===== config.mk =====
export PLATFORM = sky130hd
export DESIGN_NAME = des_key_scheduler
export DESIGN_NICKNAME = d
export VERILOG_FILES = /design/src/rtl/des_pkg.sv /design/src/rtl/des_pc2_perm.sv /design/src/rtl/initialKeyPerm.sv /design/src/rtl/des_key_scheduler.sv
export SDC_FILE = /design/constraint.sdc
export NUM_CORES = 1
export LEC_CHECK = 0
export CORE_MARGIN = 1
export CORE_UTILIZATION = 54
export DETAILED_ROUTE_END_ITERATION = 8
export PLACE_DENSITY = 0.95
export SYNTH_ARGS = -nofsm -noshare
export SYNTH_HDL_FRONTEND = slang
export SYNTH_SLANG_ARGS = --single-unit

===== constraint.sdc =====
create_clock -name clk -period 5.1 [get_ports clk]
set_input_delay 1.02 -clock clk [delete_from_list [all_inputs] [get_ports clk]]
set_output_delay 1.02 -clock clk [all_outputs]
set_load 0.005 [all_outputs]

===== src/rtl/des_pkg.sv =====
// ============================================================================
// des_pkg : DES key-schedule geometry, shift schedule, PC-2 table, rotations
// Rev 1.0
// ============================================================================
`default_nettype none

package des_pkg;

  localparam int KEY_W    = 64;
  localparam int CD_W     = 56;
  localparam int HALF_W   = 28;
  localparam int SUBKEY_W = 48;

  // Bit n-1 holds SHIFT[n]: set = rotate by 1, clear = rotate by 2 (rounds 1,2,9,16 are single).
  localparam logic [15:0] SHIFT = 16'h8103;

  localparam int PC2_TABLE [1:SUBKEY_W] = '{
    14, 17, 11, 24,  1,  5,  3, 28, 15,  6, 21, 10,
    23, 19, 12,  4, 26,  8, 16,  7, 27, 20, 13,  2,
    41, 52, 31, 37, 47, 55, 30, 40, 51, 45, 33, 48,
    44, 49, 39, 56, 34, 53, 46, 42, 50, 36, 29, 32
  };

  typedef logic [0:0] state_t;
  localparam state_t IDLE = 1'b0;
  localparam state_t RUN  = 1'b1;

  function automatic logic [1:HALF_W] rotl1(input logic [1:HALF_W] h);
    return {h[2:HALF_W], h[1]};
  endfunction

  function automatic logic [1:HALF_W] rotl2(input logic [1:HALF_W] h);
    return {h[3:HALF_W], h[1:2]};
  endfunction

  function automatic logic [1:HALF_W] rotr1(input logic [1:HALF_W] h);
    return {h[HALF_W], h[1:HALF_W-1]};
  endfunction

  function automatic logic [1:HALF_W] rotr2(input logic [1:HALF_W] h);
    return {h[HALF_W-1:HALF_W], h[1:HALF_W-2]};
  endfunction

endpackage

`default_nettype wire


===== src/rtl/des_pc2_perm.sv =====
// ============================================================================
// des_pc2_perm : DES PC-2, purely combinational 56-bit C||D to 48-bit subkey
// Rev 1.0
// ============================================================================
`default_nettype none

module des_pc2_perm
  import des_pkg::*;
(
  input  logic [1:CD_W]     i_cd,
  output logic [1:SUBKEY_W] o_subkey
);

  for (genvar i = 1; i <= SUBKEY_W; i++) begin : g_pc2
    assign o_subkey[i] = i_cd[PC2_TABLE[i]];
  end

  // The eight C||D positions PC-2 discards.
  logic w_unusedCd;
  assign w_unusedCd = ^{i_cd[9], i_cd[18], i_cd[22], i_cd[25],
                        i_cd[35], i_cd[38], i_cd[43], i_cd[54]};

endmodule

`default_nettype wire


===== src/rtl/initialKeyPerm.sv =====
// ============================================================================
// initialKeyPerm : DES PC-1, 64-bit key to 56-bit C||D (parity bits dropped)
// Rev 1.0
// ============================================================================
`default_nettype none

module initialKeyPerm
  import des_pkg::*;
(
  input  logic [1:KEY_W] i_key,
  output logic [1:CD_W]  o_cd
);

  localparam int c_PC1 [1:CD_W] = '{
    57, 49, 41, 33, 25, 17,  9,  1, 58, 50, 42, 34, 26, 18,
    10,  2, 59, 51, 43, 35, 27, 19, 11,  3, 60, 52, 44, 36,
    63, 55, 47, 39, 31, 23, 15,  7, 62, 54, 46, 38, 30, 22,
    14,  6, 61, 53, 45, 37, 29, 21, 13,  5, 28, 20, 12,  4
  };

  for (genvar i = 1; i <= CD_W; i++) begin : g_pc1
    assign o_cd[i] = i_key[c_PC1[i]];
  end

  // Parity bits never reach C||D.
  logic w_unusedParity;
  assign w_unusedParity = ^{i_key[8], i_key[16], i_key[24], i_key[32],
                            i_key[40], i_key[48], i_key[56], i_key[64]};

endmodule

`default_nettype wire


===== src/rtl/des_key_scheduler.sv =====
// ============================================================================
// des_key_scheduler : streams the 16 DES round subkeys in encrypt/decrypt order
// Rev 1.0
// ============================================================================
`default_nettype none

module des_key_scheduler
  import des_pkg::*;
(
  input  logic                clk,
  input  logic                rst_n,
  input  logic                key_valid,
  output logic                key_ready,
  input  logic [1:KEY_W]      key,
  input  logic                decrypt,
  output logic                subkey_valid,
  input  logic                subkey_ready,
  output logic [1:SUBKEY_W]   subkey,
  output logic [3:0]          round,
  output logic                last,
  output logic                busy
);

  state_t             r_state;
  logic [1:HALF_W]    r_c;
  logic [1:HALF_W]    r_d;
  logic [3:0]         r_cnt;
  logic               r_dir;

  logic [1:CD_W]      w_pc1;
  logic [1:HALF_W]    w_cNext;
  logic [1:HALF_W]    w_dNext;
  logic [3:0]         w_shiftIdx;
  logic               w_shiftOne;

  initialKeyPerm u_pc1 (
    .i_key (key),
    .o_cd  (w_pc1)
  );

  des_pc2_perm u_pc2 (
    .i_cd     ({r_c, r_d}),
    .o_subkey (subkey)
  );

  // Encrypt advances with SHIFT[cnt+2]; decrypt undoes SHIFT[16-cnt], i.e. bit ~cnt.
  always_comb begin
    w_shiftIdx = r_dir ? ~r_cnt : r_cnt + 4'd1;
    w_shiftOne = SHIFT[w_shiftIdx];
    if (r_dir) begin
      w_cNext = w_shiftOne ? rotr1(r_c) : rotr2(r_c);
      w_dNext = w_shiftOne ? rotr1(r_d) : rotr2(r_d);
    end else begin
      w_cNext = w_shiftOne ? rotl1(r_c) : rotl2(r_c);
      w_dNext = w_shiftOne ? rotl1(r_d) : rotl2(r_d);
    end
  end

  assign key_ready    = (r_state == IDLE);
  assign busy         = (r_state == RUN);
  assign subkey_valid = busy;
  assign round        = r_cnt;
  assign last         = busy && (r_cnt == 4'd15);

  always_ff @(posedge clk) begin
    if (!rst_n) begin
      r_state <= IDLE;
      r_c     <= '0;
      r_d     <= '0;
      r_cnt   <= '0;
      r_dir   <= 1'b0;
    end else begin
      case (r_state)
        IDLE: begin
          if (key_valid) begin
            r_state <= RUN;
            r_dir   <= decrypt;
            r_cnt   <= '0;
            // Decrypt starts from C0D0, which equals C16D16 since the shifts total 28.
            r_c     <= decrypt ? w_pc1[1:HALF_W]      : rotl1(w_pc1[1:HALF_W]);
            r_d     <= decrypt ? w_pc1[HALF_W+1:CD_W] : rotl1(w_pc1[HALF_W+1:CD_W]);
          end
        end
        RUN: begin
          if (subkey_ready) begin
            if (r_cnt == 4'd15) begin
              r_state <= IDLE;
              r_cnt   <= '0;
            end else begin
              r_cnt   <= r_cnt + 4'd1;
              r_c     <= w_cNext;
              r_d     <= w_dNext;
            end
          end
        end
        default: r_state <= IDLE;
      endcase
    end
  end

endmodule

`default_nettype wire


Word-level counts from Yosys, hierarchy flattened
Memory sizes are Yosys's and may differ from the RTL's. Cells that the tools add are included. W data, S select, Z words.

Add/subtract/negate cells: 1. Multiply operators: 0. Div/mod/pow operators: 0. Magnitude comparators: 1. Equal/unequal tests: 4. Shifts and indexed selects: 0. Muxes and demuxes: 26. Bitwise gates (word level): 2. Reduce and logical (&&, ||, !) cells: 4.

Operators by type and width (count): $mux W28 (14); $pmux W28 S2 (2); $mux W4 (4); $pmux W4 S2 (1); $ne A2 B2 Y1 const B (3); $lt A4 B5 Y1 const B (1); $add A4 B1 Y4 const B (1); $eq A4 B4 Y1 const B (1); $mux W1 (4); $not A4 Y4 (1); $reduce_and A2 Y1 (2); $reduce_and A3 Y1 (1); $pmux W1 S2 (1); $logic_and A1 B1 Y1 (1); $not A1 Y1 (1).

Flip-flop bits (word level): 62. Latch bits: 0. Memory bits (writable): 0. Bits in read-only memories: 16. Bits of input ports: 69. Output and inout port bits: 56. Word-level logic and storage cells: 44. Memories: 1.

Memories: (no name shown) (words 16, width 1, rd ports 1, clocked after Yosys merged registers in 0, wr ports 0, line des_key_scheduler.sv:49) `w_shiftOne = SHIFT[w_shiftIdx];`.

Depth between registers and ports, before layout
Gate-level depths: netlist (run 1).

Depth in word-level cells: 9. Gate-level depth with buffers: 9.

Hierarchy
Synthesis (run 1) repeated with hierarchy kept, for this count alone.

Cells, all modules: 677. Area total of the unflattened synthesis: 5205.0 µm².

By module, submodules not included: des_key_scheduler (instances 1, cells each 573, area an instance 4424.2 µm², seq. area each 1241.2 µm²); initialKeyPerm (instances 1, cells each 56, area an instance 420.4 µm², seq. area each 0.0 µm²); des_pc2_perm (instances 1, cells each 48, area an instance 360.3 µm², seq. area each 0.0 µm²).

Least setup slack after synthesis (run 1)
No wires, ideal clock.

Path kind: input to register. From: input port decrypt. To: register r_c[10] (netlist name). Library setup time: 0.117 ns. Arrival time: 2.236 ns. Required time: 4.983 ns. Setup slack: 2.747 ns. Stages: 6. Buffers on the path: 3. Cells stage by stage: clkbuf_1 -> clkbuf_1 -> buf_2 -> mux2i_1 -> a21oi_1 -> a32o_1.

Longest elaborated chain between the ends: 3.

RTL lines: start: declaration (line des_key_scheduler.sv:15) `input logic decrypt,`; $mux W28 (line des_key_scheduler.sv:80) `r_c <= decrypt ? w_pc1[1:HALF_W] : rotl1(w_pc1[1:HALF_W]);`; $mux W28 (line des_key_scheduler.sv:75) `if (key_valid) begin`; $pmux W28 S2 (line des_key_scheduler.sv:73) `case (r_state)`; end signal: assignment (line des_key_scheduler.sv:80); end signal: assignment (line des_key_scheduler.sv:91) `r_c <= w_cNext;`; end: declaration (line des_key_scheduler.sv:25) `logic [1:HALF_W] r_c;`.

Every way passes these cells. The select of a mux whose other input is x is not followed. A chain may end at the register's enable or synchronous reset.

Worst setup path in the final report (run 1)
From: register r_cnt[0], in the netlist round[0]. To: output port last.

Longest elaborated chain between the ends: 2.

RTL lines: start: declaration (line des_key_scheduler.sv:27) `logic [3:0] r_cnt;`; start signal: assignment (line des_key_scheduler.sv:90) `r_cnt <= r_cnt + 4'd1;`; $eq A4 B4 Y1 (line des_key_scheduler.sv:63) `assign last = busy && (r_cnt == 4'd15);`; $logic_and A1 B1 Y1 (line des_key_scheduler.sv:63); end: declaration (line des_key_scheduler.sv:20) `output logic last,`.

Every way passes these cells.

==> flow_metrics.tcl, run 1 <==
set metrics [dict create \
    cts_max_level 3 \
    maxSlewHeadroom_pct 35.0 \
    vias_per_cell 6.78 \
    ir_worst_vdd_uv 174 \
    worst_r2r_endpoint "r_c[4]" \
    cts_setup_buffers 0 \
    p_leak_nw 2.04 \
    coreArea_um2 8380 \
    critPathMaxFanout 9 \
    root_buffer "clkbuf_8" \
    syn_nets 691 \
    numCtsBuffers 9 \
    min_from "r_c[1]" \
    post_route_cells_drive_above_1_share_pct 6.74 \
    clk_path_buf_depth 2 \
    slew_viol_final 0 \
    ys.flop_type "dfxtp_1" \
    hold_end "r_c[1]" \
    first_iter_violations 646 \
    cpLargestDelayFamily "simple AND/OR/NAND/NOR gates" \
    r2r_slack_ns 2.33 \
    grt_max_degree 93 \
    dr.pass1.iters 7 \
    numPortBuffers 116 \
    num_vias 5140 \
    grt_pass1_wl_um 22000 \
    status "completed" \
    timing.rr.start "round[0]" \
    syn2layout_area_growth_pct 18.2 \
    nets 718 \
    holdCritPathClass "reg2reg" \
    initial_core_util_pct 57.1 \
    wl_um 13900 \
    antenna_found_initial 0 \
    yosysTopAreaCell "dfxtp_1" \
    min_period_ns 3.22 \
    wl_per_cell_um 18.3 \
    arrival_ns 2.20 \
    maxCapViolCount 0 \
    synth_top_area_share_pct 25.9 \
    clock_sinks 62 \
    synth.area.top_cells "dfxtp_1 26%, mux2i_1 9.8%, a21oi_1 9.3%, a32o_1 9.2%, nand3_1 9.1%" \
    grt-ovfl-total 0 \
    setup-tns-final_ns 0 \
    post-route-drc-count 0 \
    cts-hold-fix-buffers 0 \
    yosysMostFrequentCell "a21oi_1" \
    clk_latency_ns 0.35 \
    power.total_w 0.00150 \
    synth_enable_flop_cells 0 \
    cp-end-kind "output pin" \
    fillers 691 \
    path_class "reg2out" \
    die_y_um 96.1 \
    synth_seq_cells 62 \
    gp_congestion 0.842 \
    rsz0062_at_grt "no" \
    clock.fmax_mhz 311 \
    netlist_top_cells_count "89 x a21oi_1, 87 x nand3_1, 75 x nand2_1, 62 x dfxtp_1, 49 x buf_4" \
    rows 33 \
    tightest_slew_ns 0.974 \
    avgSynthCellArea_um2 7.70 \
    cp_cell_sequence "ha_1 > and3_1 > and2_1 > clkdlybuf4s50_1" \
    synth_cell_type_count 41 \
    synth_seq_area_share_pct 25.9 \
    crit_path_top_delay_cell "dfxtp_1" \
    postLayoutCellArea_um2 5660 \
    start_kind "flop" \
    grt_use_total_pct 30.1 \
    cts_tree "done" \
    ios 125 \
    power_density_nw_per_um2 265 \
    detailed_place.area_um2 5460 \
    cp_slowest_stage_delay_ns 0.50 \
    cts_resized 0 \
    required_ns 4.08 \
    fp.dieW_um 96.1 \
    finalHoldViolCount 0 \
    grt_pass1_vias 4628 \
    netlist_instances 621 \
    dieArea_um2 9240 \
    num_antenna_cells 0 \
    cts.clk_slew.worst_paths_ns 0.08 \
    finalCritPeriodShare_pct 63.0 \
    worstHoldPathCells 2 \
    cp_num_buf_inv 1 \
    finClkSkew_ns 0.0131 \
    final-setup-viol-count 0 \
    ant_nets 0 \
    place_hpwl_um 9000 \
    ys_async_sr_fraction_pct 0 \
    netlist_area_um2 4780 \
    rr_worst_depth 6 \
    ys.warnings.count 0 \
]
cells by family (layout without fill, tap and decap cells):
group	Yosys count	after routing	synth area share, %
compound gates	192	192	27.0
xor+xnor	2	2	0.523
fa+ha+maj	1	1	0.261
buf+inv	113	145	14.6
flops	62	62	25.9
mux	61	61	13.4
simple gates	190	190	18.2
worst max-delay path by stage:
stage / start / endpoint / slack, ns / cells past startpoint
floorplan: decrypt / r_c[10] / 2.75 / 6
global placement: key_valid / r_c[5] / 1.95 / 7
detailed placement: key_valid / r_c[5] / 1.91 / 7
CTS: round[0] / last / 1.92 / 4
global route: round[0] / last / 1.77 / 4
finish: round[0] / last / 1.88 / 4
worst reg2reg max path: cells and delay by family (launching register included):
family	cells	cell delay, ns
adders and majority gates	1	0.34
and+or+nand+nor	2	1.12
buffers and inverters	1	0.37
AOI/OAI and AO/OA	2	0.38
DFF	1	0.50
flip-flops by register name, summed over array words and instances, names as in the netlist:
signal	count
r_d	28
busy	1
round	4
r_dir	1
r_c	28
layout make-up:
cell class	count	area [um2]	share of cell area (%)
repair buffers	123	1210	21.4
flip-flops and latches	62	1240	22.0
clock buffers	12	155	2.74
multi-input cells	446	2850	50.4
well taps	105	131	2.32
clock inverters	4	45.0	0.796
inverters	6	22.5	0.398
cells in the final DEF, fill, tap and decap left out, types with 2 or more instances in the layout:
master,instances
buf_4,7
nor2_1,10
o21bai_1,2
a31oi_1,2
mux2_2,12
a21o_1,6
inv_1,4
a211oi_1,11
nor3b_1,5
a32o_1,44
mux2i_1,47
o31ai_1,9
dfxtp_1,61
o21ai_0,16
a21oi_1,89
nand2_1,75
nor3_1,2
o21ai_1,3
o2111ai_1,4
and2_1,2
nand4_1,5
inv_2,2
clkdlybuf4s50_1,115
clkinv_2,3
clkbuf_8,11
nand3_1,87
layer usage:
| layer | global-route usage, % | wire length, um |
|---|---|---|
| met3 | 6.64 | 1630 |
| met1 | 39.2 | 5370 |
| met5 | 0 | 0 |
| met4 | 10.8 | 322 |
| met2 | 48.5 | 6570 |
report_power, final:
group          internal [W]  leakage [nW]  switching, W
Combinational      0.000223          1.42      0.000235
Clock              0.000250         0.106      0.000202
Sequential         0.000533         0.511     0.0000573
per-stage QoR:
stage | utilization, % | hold WS [ns] | cells | setup WS (ns)
global placement | 65.1 | 0.477 | 742 | 1.95
finish | 67.5 | 0.498 | 758 | 1.88
floorplan | - | 0.455 | 621 | 2.75
detailed placement | 65.1 | 0.481 | 742 | 1.91
CTS | 67.5 | 0.495 | 758 | 1.92
global route | 67.5 | 0.530 | 758 | 1.77
No activity file was read; power rests on OpenSTA's default activity.
==> run 2: changes to the inputs <==
--- a/config.mk
+++ b/config.mk
@@ -6,9 +6,9 @@
 export NUM_CORES = 1
 export LEC_CHECK = 0
 export CORE_MARGIN = 1
-export CORE_UTILIZATION = 54
+export CORE_UTILIZATION = 50
 export DETAILED_ROUTE_END_ITERATION = 8
-export PLACE_DENSITY = 0.95
+export PLACE_DENSITY = 0.9
 export SYNTH_ARGS = -nofsm -noshare
 export SYNTH_HDL_FRONTEND = slang
 export SYNTH_SLANG_ARGS = --single-unit
==> constraint.sdc (replaced) <==
create_clock -name clk -period 3 [get_ports clk]
set_input_delay 0.6 -clock clk [delete_from_list [all_inputs] [get_ports clk]]
set_output_delay 0.6 -clock clk [all_outputs]
set_load 0.005 [all_outputs]
==> run 2 against run 1 <==
Compared with the run above: non-clock buffer count increased by 4; sequential power increased by 69%; worst hold slack improved by 0.0088 ns; critical path depth unchanged; sequential cell count unchanged; first-iteration DRC count decreased by 11%; largest power group unchanged; combinational power increased by 72%; sequential share of layout area decreased by 0.45 points; register-to-register slack got worse by 1.9 ns.
==> flow_metrics.tcl, run 2 (same netlist as run 1, synthesis figures left out) <==
set metrics [dict create \
    status "completed" \
    finalHoldViolCount 0 \
    arrival_ns 2.11 \
    num_antenna_cells 0 \
    ant_nets 0 \
    layout_common_cells "115 x clkdlybuf4s50_1, 89 x a21oi_1, 87 x nand3_1" \
    gp_congestion 0.854 \
    initial_core_util_pct 51.8 \
    finClkSkew_ns 0.00525 \
    tightest_slew_ns 0.646 \
    final-setup-viol-count 0 \
    grt_pass1_wl_um 21900 \
    antenna_found_initial 0 \
    slew_viol_final 0 \
    p_leak_nw 2.08 \
    dieArea_um2 9960 \
    numPortBuffers 116 \
    clk_path_buf_depth 2 \
    vias_per_cell 6.37 \
    cts_resized 0 \
    required_ns 2.40 \
    grt_pass1_vias 4696 \
    die_y_um 99.8 \
    path_class "reg2out" \
    power.total_w 0.00264 \
    cts-hold-fix-buffers 0 \
    cp-end-kind "output pin" \
    fin_ws_ns 0.291 \
    final_common_cell "clkdlybuf4s50_1" \
    cts_max_level 3 \
    worstSetupStartpoint "round[0]" \
    maxSlewHeadroom_pct 56.9 \
    syn2layout_area_growth_pct 20.7 \
    wl_per_cell_um 17.4 \
    fp.dieW_um 99.8 \
    cts_tree "done" \
    numCtsBuffers 9 \
    holdCritPathClass "reg2reg" \
    cts.clk_slew.worst_paths_ns 0.07 \
    grt-ovfl-total 0 \
    post-route-drc-count 0 \
    setup-tns-final_ns 0 \
    power_density_nw_per_um2 456 \
    place_hpwl_um 9060 \
    maxCapViolCount 0 \
    min_from "r_d[18]" \
    nets 722 \
    clock_sinks 62 \
    finalCritPeriodShare_pct 90.3 \
    dr.pass1.iters 6 \
    clk_latency_ns 0.35 \
    wl_um 13600 \
    coreArea_um2 9240 \
    rows 35 \
    critPathMaxFanout 9 \
    num_vias 4997 \
    post_route_cells_drive_above_1_share_pct 7.32 \
    cts_setup_buffers 0 \
    ios 125 \
    first_iter_violations 578 \
    grt_max_degree 67 \
    root_buffer "clkbuf_8" \
    rsz0062_at_grt "no" \
    min_period_ns 2.71 \
    grt_use_total_pct 27.2 \
    timing.rr.start "round[0]" \
    post-place-ws_ns 0.328 \
    start_kind "flop" \
    clock.fmax_mhz 369 \
    ir_worst_vdd_uv 224 \
]
==> run 2: changes by cell type in the layout (fill, tap and decap cells not counted) <==
| cell | change |
|---|---|
| buf_12 | +3 |
| buf_4 | +1 |
| bufinv_16 | +1 |
| clkbuf_1 | -1 |
| clkinv_2 | -1 |
==> run 2: critical path: stages, from the launching register on <==
cell and delay (ns):
dfxtp_1 0.50, ha_1 0.32, and3_1 0.30, and2_1 0.15, clkdlybuf4s50_1 0.49
==> run 2: final timing paths <==
path,slack [ns],cells past startpoint,end
max,0.29,4,last
min,0.51,2,r_d[18]
max reg2reg,0.46,6,r_c[21]
min reg2reg,0.51,2,r_d[18]
==> run 2: layout make-up <==
class / count / area [um2]
Fill cell: 777 / 3460
Multi-Input combinational cell: 446 / 2850
Timing Repair Buffer: 127 / 1280
Sequential cell: 62 / 1240
Tap cell: 129 / 161
Clock buffer: 11 / 151
Clock inverter: 4 / 70.1
Inverter: 6 / 22.5
==> run 2: metrics by stage <==
stage / area (um2) / std cells / util [%] / hold WS, ns
finish: 5780 / 785 / 62.5 / 0.507
floorplan: 4780 / 621 / - / 0.455
CTS: 5780 / 785 / 62.5 / 0.506
detailed placement: 5550 / 770 / 60.1 / 0.489
global placement: 5550 / 770 / 60.1 / 0.477
global route: 5780 / 785 / 62.5 / 0.518
==> run 2: where the power goes <==
part	switching (W)	internal (W)	total, W
registers	0.0000986	0.000906	0.00100
logic	0.000397	0.000391	0.000788
clock network	0.000338	0.000506	0.000844
total	0.000833	0.00180	0.00264
==> run 2: metal layers <==
metal	up-vias	GRT usage [%]	part of all wire, %
met3	36	5.92	9.3
met5	-	0	0
li1	2334	-	-
met2	305	43.9	46
met1	2322	34.8	42
met4	0	12.0	3.1
==> run 3: changes to the inputs <==
--- a/config.mk
+++ b/config.mk
@@ -5,9 +5,11 @@
 export SDC_FILE = /design/constraint.sdc
 export NUM_CORES = 1
 export LEC_CHECK = 0
+export CAP_MARGIN = 5
 export CORE_MARGIN = 1
 export CORE_UTILIZATION = 50
 export DETAILED_ROUTE_END_ITERATION = 8
+export GPL_TIMING_DRIVEN = 1
 export PLACE_DENSITY = 0.9
 export SYNTH_ARGS = -nofsm -noshare
 export SYNTH_HDL_FRONTEND = slang
==> results of run 3 <==
Final layout, timing and power as in run 2 (identical DEF).
